## src/rtl/wave_pkg.sv

```systemverilog
// Shared constants, state encoding and latched-config payload for the RIFF/WAVE recorder.
package wave_pkg;

  localparam int unsigned HDR_LEN       = 44;
  localparam int unsigned RIFF_SIZE_OFS = 4;
  localparam int unsigned DATA_SIZE_OFS = 40;
  localparam int unsigned PATCH_LEN     = 8;
  localparam int unsigned RIFF_SIZE_ADJ = HDR_LEN - 8;

  // FourCC tags stored little-endian so byte n of the tag is word[8n +: 8]
  localparam logic [31:0] FCC_RIFF = 32'h4646_4952;
  localparam logic [31:0] FCC_WAVE = 32'h4556_4157;
  localparam logic [31:0] FCC_FMT  = 32'h2074_6d66;
  localparam logic [31:0] FCC_DATA = 32'h6174_6164;

  typedef enum logic [1:0] {
    ST_IDLE,
    ST_HDR,
    ST_CAPTURE,
    ST_PATCH
  } state_e;

  typedef struct packed {
    logic [31:0] rate;
    logic [15:0] max_len;
    logic        bits16;
  } rec_cfg_t;

endpackage

```

## src/rtl/wave_recorder_if.sv

```systemverilog
// Byte-wide sample RAM write port driven by the recorder.
interface wave_recorder_if #(
  parameter int unsigned ADDR_W = 17
);
  logic [ADDR_W-1:0] O_WR_ADDR;
  logic [7:0]        O_WR_DATA;
  logic              O_WR_EN;

  modport master (output O_WR_ADDR, output O_WR_DATA, output O_WR_EN);
  modport slave  (input  O_WR_ADDR, input  O_WR_DATA, input  O_WR_EN);
endinterface

```

## src/rtl/wave_hdr_gen.sv

```systemverilog
// Combinational lookup of canonical 44-byte WAVE header byte at a given index.
module wave_hdr_gen
  import wave_pkg::*;
(
  input  logic [5:0]  idx,
  input  logic [31:0] rate,
  input  logic        bits16,
  output logic [7:0]  hdr_byte_c
);

  logic [31:0] word;

  always_comb begin
    word = '0;
    case (idx[5:2])
      4'd0:    word = FCC_RIFF;
      4'd2:    word = FCC_WAVE;
      4'd3:    word = FCC_FMT;
      4'd4:    word = 32'd16;
      4'd5:    word = 32'h0001_0001;  // format PCM, one channel
      4'd6:    word = rate;
      4'd7:    word = bits16 ? {rate[30:0], 1'b0} : rate;
      4'd8:    word = bits16 ? 32'h0010_0002 : 32'h0008_0001;
      4'd9:    word = FCC_DATA;
      default: word = '0;
    endcase
    hdr_byte_c = word[{idx[1:0], 3'b000} +: 8];
  end

endmodule

```

## src/rtl/wave_recorder.sv

```systemverilog
// Captures a mono PCM stream into RAM as a RIFF/WAVE image, back-patching sizes on stop/full.
module wave_recorder
  import wave_pkg::*;
#(
  parameter int unsigned ADDR_W = 17
) (
  input  logic                I_CLK,
  input  logic                I_RST,
  input  logic                I_START,
  input  logic                I_STOP,
  input  logic [ADDR_W-1:0]   I_BASE_ADDR,
  input  logic [15:0]         I_MAX_LEN,
  input  logic                I_BITS16,
  input  logic [31:0]         I_SAMPLE_RATE,
  input  logic signed [15:0]  I_SND,
  input  logic                I_SND_VALID,
  wave_recorder_if.master     wr,
  output logic                O_BUSY,
  output logic                O_DONE,
  output logic                O_OVERRUN,
  output logic [31:0]         O_DATA_SIZE
);

  state_e            state_q, state_d;
  logic [5:0]        idx_q, idx_d;
  logic              start_q, start_d;
  logic [ADDR_W-1:0] base_q, base_d;
  rec_cfg_t          cfg_q, cfg_d;
  logic [15:0]       count_q, count_d;
  logic              pend_q, pend_d;
  logic [7:0]        hi_q, hi_d;
  logic              stop_q, stop_d;
  logic              ovr_q, ovr_d;
  logic              busy_q, busy_d;
  logic              done_q, done_d;
  logic              wr_en_q, wr_en_d;
  logic [ADDR_W-1:0] wr_addr_q, wr_addr_d;
  logic [7:0]        wr_data_q, wr_data_d;

  logic              start_edge_c, full_c, patch_wr_c;
  logic [5:0]        hdr_idx_c;
  logic [7:0]        hdr_byte_c, patch_byte_c;
  logic [2:0]        patch_idx_c;
  logic [31:0]       patch_word_c;
  logic [16:0]       need_c;
  logic [ADDR_W-1:0] data_addr_c, patch_addr_c;

  // Write registers are loaded one cycle ahead, so the byte decided now uses the next index
  assign start_edge_c = I_START & ~start_q;
  assign hdr_idx_c    = (state_q == ST_HDR) ? idx_q + 6'd1 : 6'd0;
  assign patch_idx_c  = (state_q == ST_PATCH) ? idx_q[2:0] + 3'd1 : 3'd0;
  assign need_c       = 17'(count_q) + (cfg_q.bits16 ? 17'd2 : 17'd1);
  assign full_c       = need_c > 17'(cfg_q.max_len);
  assign data_addr_c  = base_q + ADDR_W'(HDR_LEN) + ADDR_W'(count_q);
  assign patch_word_c = patch_idx_c[2] ? 32'(count_q) : 32'(count_q) + 32'(RIFF_SIZE_ADJ);
  assign patch_addr_c = base_q + (patch_idx_c[2] ? ADDR_W'(DATA_SIZE_OFS) : ADDR_W'(RIFF_SIZE_OFS))
                      + ADDR_W'(patch_idx_c[1:0]);
  assign patch_byte_c = patch_word_c[{patch_idx_c[1:0], 3'b000} +: 8];

  wave_hdr_gen u_hdr (
    .idx        (hdr_idx_c),
    .rate       (cfg_q.rate),
    .bits16     (cfg_q.bits16),
    .hdr_byte_c (hdr_byte_c)
  );

  always_comb begin
    state_d    = state_q;
    idx_d      = idx_q;
    start_d    = I_START;
    base_d     = base_q;
    cfg_d      = cfg_q;
    count_d    = count_q;
    pend_d     = pend_q;
    hi_d       = hi_q;
    stop_d     = stop_q;
    ovr_d      = ovr_q;
    done_d     = 1'b0;
    wr_en_d    = 1'b0;
    wr_addr_d  = '0;
    wr_data_d  = '0;
    patch_wr_c = 1'b0;

    case (state_q)
      ST_IDLE: begin
        if (start_edge_c) begin
          base_d    = I_BASE_ADDR;
          cfg_d     = '{rate: I_SAMPLE_RATE, max_len: I_MAX_LEN, bits16: I_BITS16};
          count_d   = '0;
          ovr_d     = 1'b0;
          stop_d    = 1'b0;
          pend_d    = 1'b0;
          idx_d     = '0;
          state_d   = ST_HDR;
          wr_en_d   = 1'b1;
          wr_addr_d = I_BASE_ADDR;
          wr_data_d = hdr_byte_c;
        end
      end
      ST_HDR: begin
        if (idx_q == 6'(HDR_LEN - 1)) begin
          state_d = ST_CAPTURE;
        end else begin
          idx_d     = idx_q + 6'd1;
          wr_en_d   = 1'b1;
          wr_addr_d = base_q + ADDR_W'(hdr_idx_c);
          wr_data_d = hdr_byte_c;
        end
      end
      ST_CAPTURE: begin
        if (I_STOP) stop_d = 1'b1;
        if (pend_q) begin
          pend_d    = 1'b0;
          wr_en_d   = 1'b1;
          wr_addr_d = data_addr_c;
          wr_data_d = hi_q;
          count_d   = count_q + 16'd1;
          if (I_SND_VALID) ovr_d = 1'b1;
        end else if (I_STOP || stop_q || full_c) begin
          // Stop has priority over a coincident strobe; full never flags overrun
          state_d    = ST_PATCH;
          idx_d      = '0;
          patch_wr_c = 1'b1;
        end else if (I_SND_VALID) begin
          wr_en_d   = 1'b1;
          wr_addr_d = data_addr_c;
          count_d   = count_q + 16'd1;
          if (cfg_q.bits16) begin
            wr_data_d = I_SND[7:0];
            hi_d      = I_SND[15:8];
            pend_d    = 1'b1;
          end else begin
            wr_data_d = I_SND[15:8] ^ 8'h80;
          end
        end
      end
      ST_PATCH: begin
        if (idx_q == 6'(PATCH_LEN - 1)) begin
          state_d = ST_IDLE;
          done_d  = 1'b1;
        end else begin
          idx_d      = idx_q + 6'd1;
          patch_wr_c = 1'b1;
        end
      end
      default: state_d = ST_IDLE;
    endcase

    if (patch_wr_c) begin
      wr_en_d   = 1'b1;
      wr_addr_d = patch_addr_c;
      wr_data_d = patch_byte_c;
    end
    busy_d = (state_d != ST_IDLE);
  end

  always_ff @(posedge I_CLK) begin
    if (I_RST) begin
      state_q   <= ST_IDLE;
      idx_q     <= '0;
      start_q   <= 1'b0;
      base_q    <= '0;
      cfg_q     <= '0;
      count_q   <= '0;
      pend_q    <= 1'b0;
      hi_q      <= '0;
      stop_q    <= 1'b0;
      ovr_q     <= 1'b0;
      busy_q    <= 1'b0;
      done_q    <= 1'b0;
      wr_en_q   <= 1'b0;
      wr_addr_q <= '0;
      wr_data_q <= '0;
    end else begin
      state_q   <= state_d;
      idx_q     <= idx_d;
      start_q   <= start_d;
      base_q    <= base_d;
      cfg_q     <= cfg_d;
      count_q   <= count_d;
      pend_q    <= pend_d;
      hi_q      <= hi_d;
      stop_q    <= stop_d;
      ovr_q     <= ovr_d;
      busy_q    <= busy_d;
      done_q    <= done_d;
      wr_en_q   <= wr_en_d;
      wr_addr_q <= wr_addr_d;
      wr_data_q <= wr_data_d;
    end
  end

  assign wr.O_WR_EN   = wr_en_q;
  assign wr.O_WR_ADDR = wr_addr_q;
  assign wr.O_WR_DATA = wr_data_q;
  assign O_BUSY       = busy_q;
  assign O_DONE       = done_q;
  assign O_OVERRUN    = ovr_q;
  assign O_DATA_SIZE  = 32'(count_q);

endmodule

```

## src/flat_wrapper.sv

```systemverilog
// flat-port wrapper written by rule: the top's interface ports become plain ports
module wave_recorder_flat import wave_pkg::*;
#(
  parameter int unsigned ADDR_W = 17
)
  (I_CLK, I_RST, I_START, I_STOP, I_BASE_ADDR, I_MAX_LEN, I_BITS16, I_SAMPLE_RATE, I_SND, I_SND_VALID, O_BUSY, O_DONE, O_OVERRUN, O_DATA_SIZE, wr_O_WR_ADDR, wr_O_WR_DATA, wr_O_WR_EN);
  wave_recorder_if #(.ADDR_W(ADDR_W)) wr_i ();
  input  logic I_CLK;
  input  logic I_RST;
  input  logic I_START;
  input  logic I_STOP;
  input  logic [ADDR_W-1:0] I_BASE_ADDR;
  input  logic [15:0] I_MAX_LEN;
  input  logic I_BITS16;
  input  logic [31:0] I_SAMPLE_RATE;
  input  logic signed [15:0] I_SND;
  input  logic I_SND_VALID;
  output logic O_BUSY;
  output logic O_DONE;
  output logic O_OVERRUN;
  output logic [31:0] O_DATA_SIZE;
  output wire logic [$bits(wr_i.O_WR_ADDR)-1:0] wr_O_WR_ADDR;
  output wire logic [$bits(wr_i.O_WR_DATA)-1:0] wr_O_WR_DATA;
  output wire logic [$bits(wr_i.O_WR_EN)-1:0] wr_O_WR_EN;
  assign wr_O_WR_ADDR = wr_i.O_WR_ADDR;
  assign wr_O_WR_DATA = wr_i.O_WR_DATA;
  assign wr_O_WR_EN = wr_i.O_WR_EN;
  wave_recorder #(.ADDR_W(ADDR_W)) u_core (.I_CLK(I_CLK), .I_RST(I_RST), .I_START(I_START), .I_STOP(I_STOP), .I_BASE_ADDR(I_BASE_ADDR), .I_MAX_LEN(I_MAX_LEN), .I_BITS16(I_BITS16), .I_SAMPLE_RATE(I_SAMPLE_RATE), .I_SND(I_SND), .I_SND_VALID(I_SND_VALID), .wr(wr_i), .O_BUSY(O_BUSY), .O_DONE(O_DONE), .O_OVERRUN(O_OVERRUN), .O_DATA_SIZE(O_DATA_SIZE));
endmodule
```

## config.mk

```make
export PLATFORM = sky130hd
export DESIGN_NAME = wave_recorder_flat
export DESIGN_NICKNAME = d
export VERILOG_FILES = /design/src/rtl/wave_pkg.sv /design/src/rtl/wave_recorder_if.sv /design/src/rtl/wave_hdr_gen.sv /design/src/rtl/wave_recorder.sv /design/src/flat_wrapper.sv
export SDC_FILE = /design/constraint.sdc
export NUM_CORES = 1
export LEC_CHECK = 0
export ABC_AREA = 0
export ABC_CLOCK_PERIOD_IN_PS = 4750
export BUFFER_PORTS_ARGS = -buffer_cell sky130_fd_sc_hd__buf_4
export CELL_PAD_IN_SITES_DETAIL_PLACEMENT = 1
export CELL_PAD_IN_SITES_GLOBAL_PLACEMENT = 2
export CORE_MARGIN = 3
export CORE_UTILIZATION = 33
export CTS_CLUSTER_SIZE = 10
export DETAILED_ROUTE_END_ITERATION = 8
export PLACE_DENSITY_LB_ADDON = 0.12
export SLEW_MARGIN = 10
export SYNTH_ARGS = -nofsm -noshare
export SYNTH_HDL_FRONTEND = slang
export SYNTH_SLANG_ARGS = --single-unit
```

## constraint.sdc

```tcl
create_clock -name I_CLK -period 4.75 [get_ports I_CLK]
set_input_delay 0.475 -clock I_CLK [delete_from_list [all_inputs] [get_ports I_CLK]]
set_output_delay 0.475 -clock I_CLK [all_outputs]
set_load 0.005 [all_outputs]
```

==> results.sh <==
export IMPL_synth_area_leader_cell="dfxtp_1"
export IMPL_cts_root_buffer="clkbuf_16"
export IMPL_fin_nets=1432
export IMPL_finalInstanceArea_mm2=0.0107
export IMPL_numClockSinks=130
export IMPL_overflow=0
export IMPL_tightest_slew_ns=0.785
export IMPL_syn_area_per_cell_um2=7.62
export IMPL_route_vias_total=8803
export IMPL_synth_most_common_cell="nand2_1"
export IMPL_min_period_ns=4.14
export IMPL_h_tree_depth=4
export IMPL_layout_drive_gt1_share_pct=16.4
export IMPL_grt_setup_unrepaired="false"
export IMPL_core_area_mm2=0.0264
export IMPL_synth_top_cell_area_share_pct=29.0
export IMPL_ys_types=81
export IMPL_ios=148
export IMPL_die_w_um=171
export IMPL_first_global_vias=8951
export IMPL_max_slew_margin_pct=47.7
export IMPL_dr_first_iter_drc_count=508
export IMPL_numPortBuffers=131
export IMPL_timing_final_crit_share_pct=87.2
export IMPL_fmax_mhz=241
export IMPL_vias_per_cell=5.41
export IMPL_pwr_share_seq_pct=41.3
export IMPL_numCtsBuffers=17
export IMPL_drv_cap=0
export IMPL_gp_congestion=0.894
export IMPL_clock_skew_ns=0.0136
export IMPL_wl_per_cell_um=20.0
export IMPL_drc=0
export IMPL_placement_cell_area_mm2=0.0102
export IMPL_slew_violations=0
export IMPL_syn_cell_area_mm2=0.00896
export IMPL_cts_reportedPaths_clkPinSlew_ns=0.08
export IMPL_worstPathRequired_ns=5.09
export IMPL_dieArea_mm2=0.0292
export IMPL_cp_end_kind="register"
export IMPL_cp_max_fo=22
export IMPL_worstPathArrival_ns=4.48
export IMPL_antenna_cells=0
export IMPL_powerDensity_mw_per_mm2=267
export IMPL_area_growth_pct=19.9
export IMPL_grt_pass1_wl_um=50400
export IMPL_hold_violations=0
export IMPL_die_y_um=171
export IMPL_antenna_found_initial=0
export IMPL_start_util_pct=34.0
export IMPL_p_int_w=0.00200
export IMPL_synthTopCellsByArea="dfxtp_1 (29%), nand2_1 (9.0%), ha_1 (8.8%)"
export IMPL_rows=59
export IMPL_status="finished, final reports clean"
export IMPL_n_fill_cell=3268
export IMPL_cellLeakagePower_nw=4.49
export IMPL_p_clk_share_pct=46.1
export IMPL_syn_inst=1176
export IMPL_dp_hpwl_um=24600
export IMPL_async_reset_ff_share_pct=0
export IMPL_synthFlopType="dfxtp_1"
export IMPL_ys_seq_elements=130
export IMPL_setup_viol=0
export IMPL_peakVddDrop_v=0.000210
export IMPL_synth_commonest_cells="nand2_1 (215), dfxtp_1 (130), a21oi_1 (126), nor2_1 (82), ha_1 (63)"
export IMPL_synth_edf_count=0
export IMPL_ctsHoldBuffers=0
export IMPL_p_sw_w=0.000876
export IMPL_finalSetupTns_ns=0
export IMPL_grt_max_degree=72
export IMPL_ant_nets=0
export IMPL_switching_share_pct=30.5
export IMPL_synth_sequential_area_ratio_pct=29.0
export IMPL_postCtsResizedCells=0
export IMPL_wl_um=32500
export IMPL_post_cts_buffers=0
export IMPL_min_path_type="in2reg"
export IMPL_cts_tree="done"
export IMPL_critPathLaunchType="register"
export IMPL_path_class="reg2reg"
export IMPL_cts_path_max_buffers=2
export IMPL_yosysWarnings=0
export IMPL_track_usage_pct=22.2
export IMPL_p_comb_share_pct=12.7
export IMPL_worstSkewPairLatency_ns=0.43
export IMPL_drt_pass1_iterations=5
==> cell type report <==
| type | count | area [µm²] | area share [%] |
|---|---|---|---|
| Multi-Input combinational cell | 918 | 5750 | 53.5 |
| Timing Repair Buffer | 160 | 1200 | 11.2 |
| Inverter | 51 | 191 | 1.78 |
| Clock inverter | 15 | 153 | 1.42 |
| Tap cell | 335 | 419 | 3.90 |
| Sequential cell | 130 | 2600 | 24.2 |
| Clock buffer | 17 | 425 | 3.96 |
==> logic make-up after synthesis <==
group                      share of synthesized area, %
other                                            0.0418
AOI/OAI and AO/OA                                  22.3
and+or+nand+nor                                    21.9
adders and majority gates                          9.69
DFF                                                29.0
xor gates and xnor gates                           7.80
buffers and inverters                              7.48
muxes                                              1.81
==> layout by cell type (no fill, tap or decap), drive strengths merged, types with 3 or more instances in the layout <==
cell,synthesis,final
nand2,215,215
mux2i,14,14
and2,9,9
o21a,4,4
nor2,84,84
nor3,23,23
nand4,9,9
fa,4,4
a41o,3,3
nor4,15,15
buf,48,160
a2111oi,5,5
xnor2,53,53
o21bai,5,5
dfxtp,130,130
conb,1,16
clkinv,1,3
xor2,26,26
o21ai,33,33
and3,8,8
nand3b,4,4
inv,50,62
a21o,12,12
a31oi,16,16
a311oi,6,6
a222oi,4,4
ha,63,63
nand2b,14,14
or3,9,9
a211o,3,3
a211oi,10,10
nand3,36,36
a22oi,14,14
a221o,3,3
clkbuf,44,17
o211ai,13,13
a41oi,3,3
nor2b,6,6
a221oi,18,18
a21oi,127,127
==> path summary, 6_finish.rpt <==
| check | from | end | slack [ns] | cells after the start |
|---|---|---|---|---|
| min | I_START | u_core.start_q$_SDFF_PP0_ | 0.27 | 2 |
| max | u_core.count_q[2]$_SDFFE_PP0P_ | u_core.wr.O_WR_ADDR[15]$_SDFF_PP0_ | 0.61 | 16 |
| min reg2reg | u_core.cfg_q[16]$_SDFFE_PP0P_ | u_core.cfg_q[16]$_SDFFE_PP0P_ | 0.46 | 2 |
| max reg2reg | u_core.count_q[2]$_SDFFE_PP0P_ | u_core.wr.O_WR_ADDR[15]$_SDFF_PP0_ | 0.61 | 16 |
==> flip-flops by register name, summed over array words and instances (netlist names), 2 cells and up <==
name and count:
u_core.state_q 2, u_core.base_q 17, u_core.idx_q 6, u_core.wr.O_WR_DATA 8, u_core.cfg_q 49, u_core.count_q 16
u_core.hi_q 8, u_core.wr.O_WR_ADDR 17
==> worst max-delay path, cell delays in order, from the launching register on <==
cell and delay (ns):
dfxtp_1 0.49, ha_1 0.31, and3_1 0.27, and2_1 0.23, nand3_1 0.11, xnor2_1 0.15, ha_1 0.31, nand4_1 0.16
a211oi_1 0.07, a211o_1 0.26, a22oi_1 0.46, a31oi_2 0.15, buf_4 0.23, nor2_1 0.10, buf_4 0.34, o21ai_0 0.14
a41oi_1 0.24
==> through the flow <==
step	utilization (%)	total power (W)	instances	hold WS, ns	setup slack (ns)
floorplan	-	0.00142	1191	0.436	1.20
global placement	38.6	0.00157	1594	0.446	0.732
detailed placement	38.6	0.00158	1594	0.450	0.633
CTS	40.8	0.00291	1626	0.260	0.603
global route	40.8	0.00300	1626	0.283	0.273
finish	40.8	0.00287	1626	0.273	0.606
==> power groups by stage <==
stage / registers (W) / logic, W / clock network [W]
floorplan: 0.00119 / 0.000228 / 0
global placement: 0.00121 / 0.000362 / 0
CTS: 0.00119 / 0.000369 / 0.00135
finish: 0.00119 / 0.000364 / 0.00132
global route: 0.00119 / 0.000411 / 0.00140
detailed placement: 0.00121 / 0.000367 / 0
==> metal layers <==
layer	vias up	global-route usage, %	share of wire [%]
met1	4244	28.8	46
met3	52	2.59	2.7
met5	-	0	0
li1	4318	-	-
met2	189	37.9	49
met4	0	8.01	2.7
No activity file was read; power rests on OpenSTA's default activity.
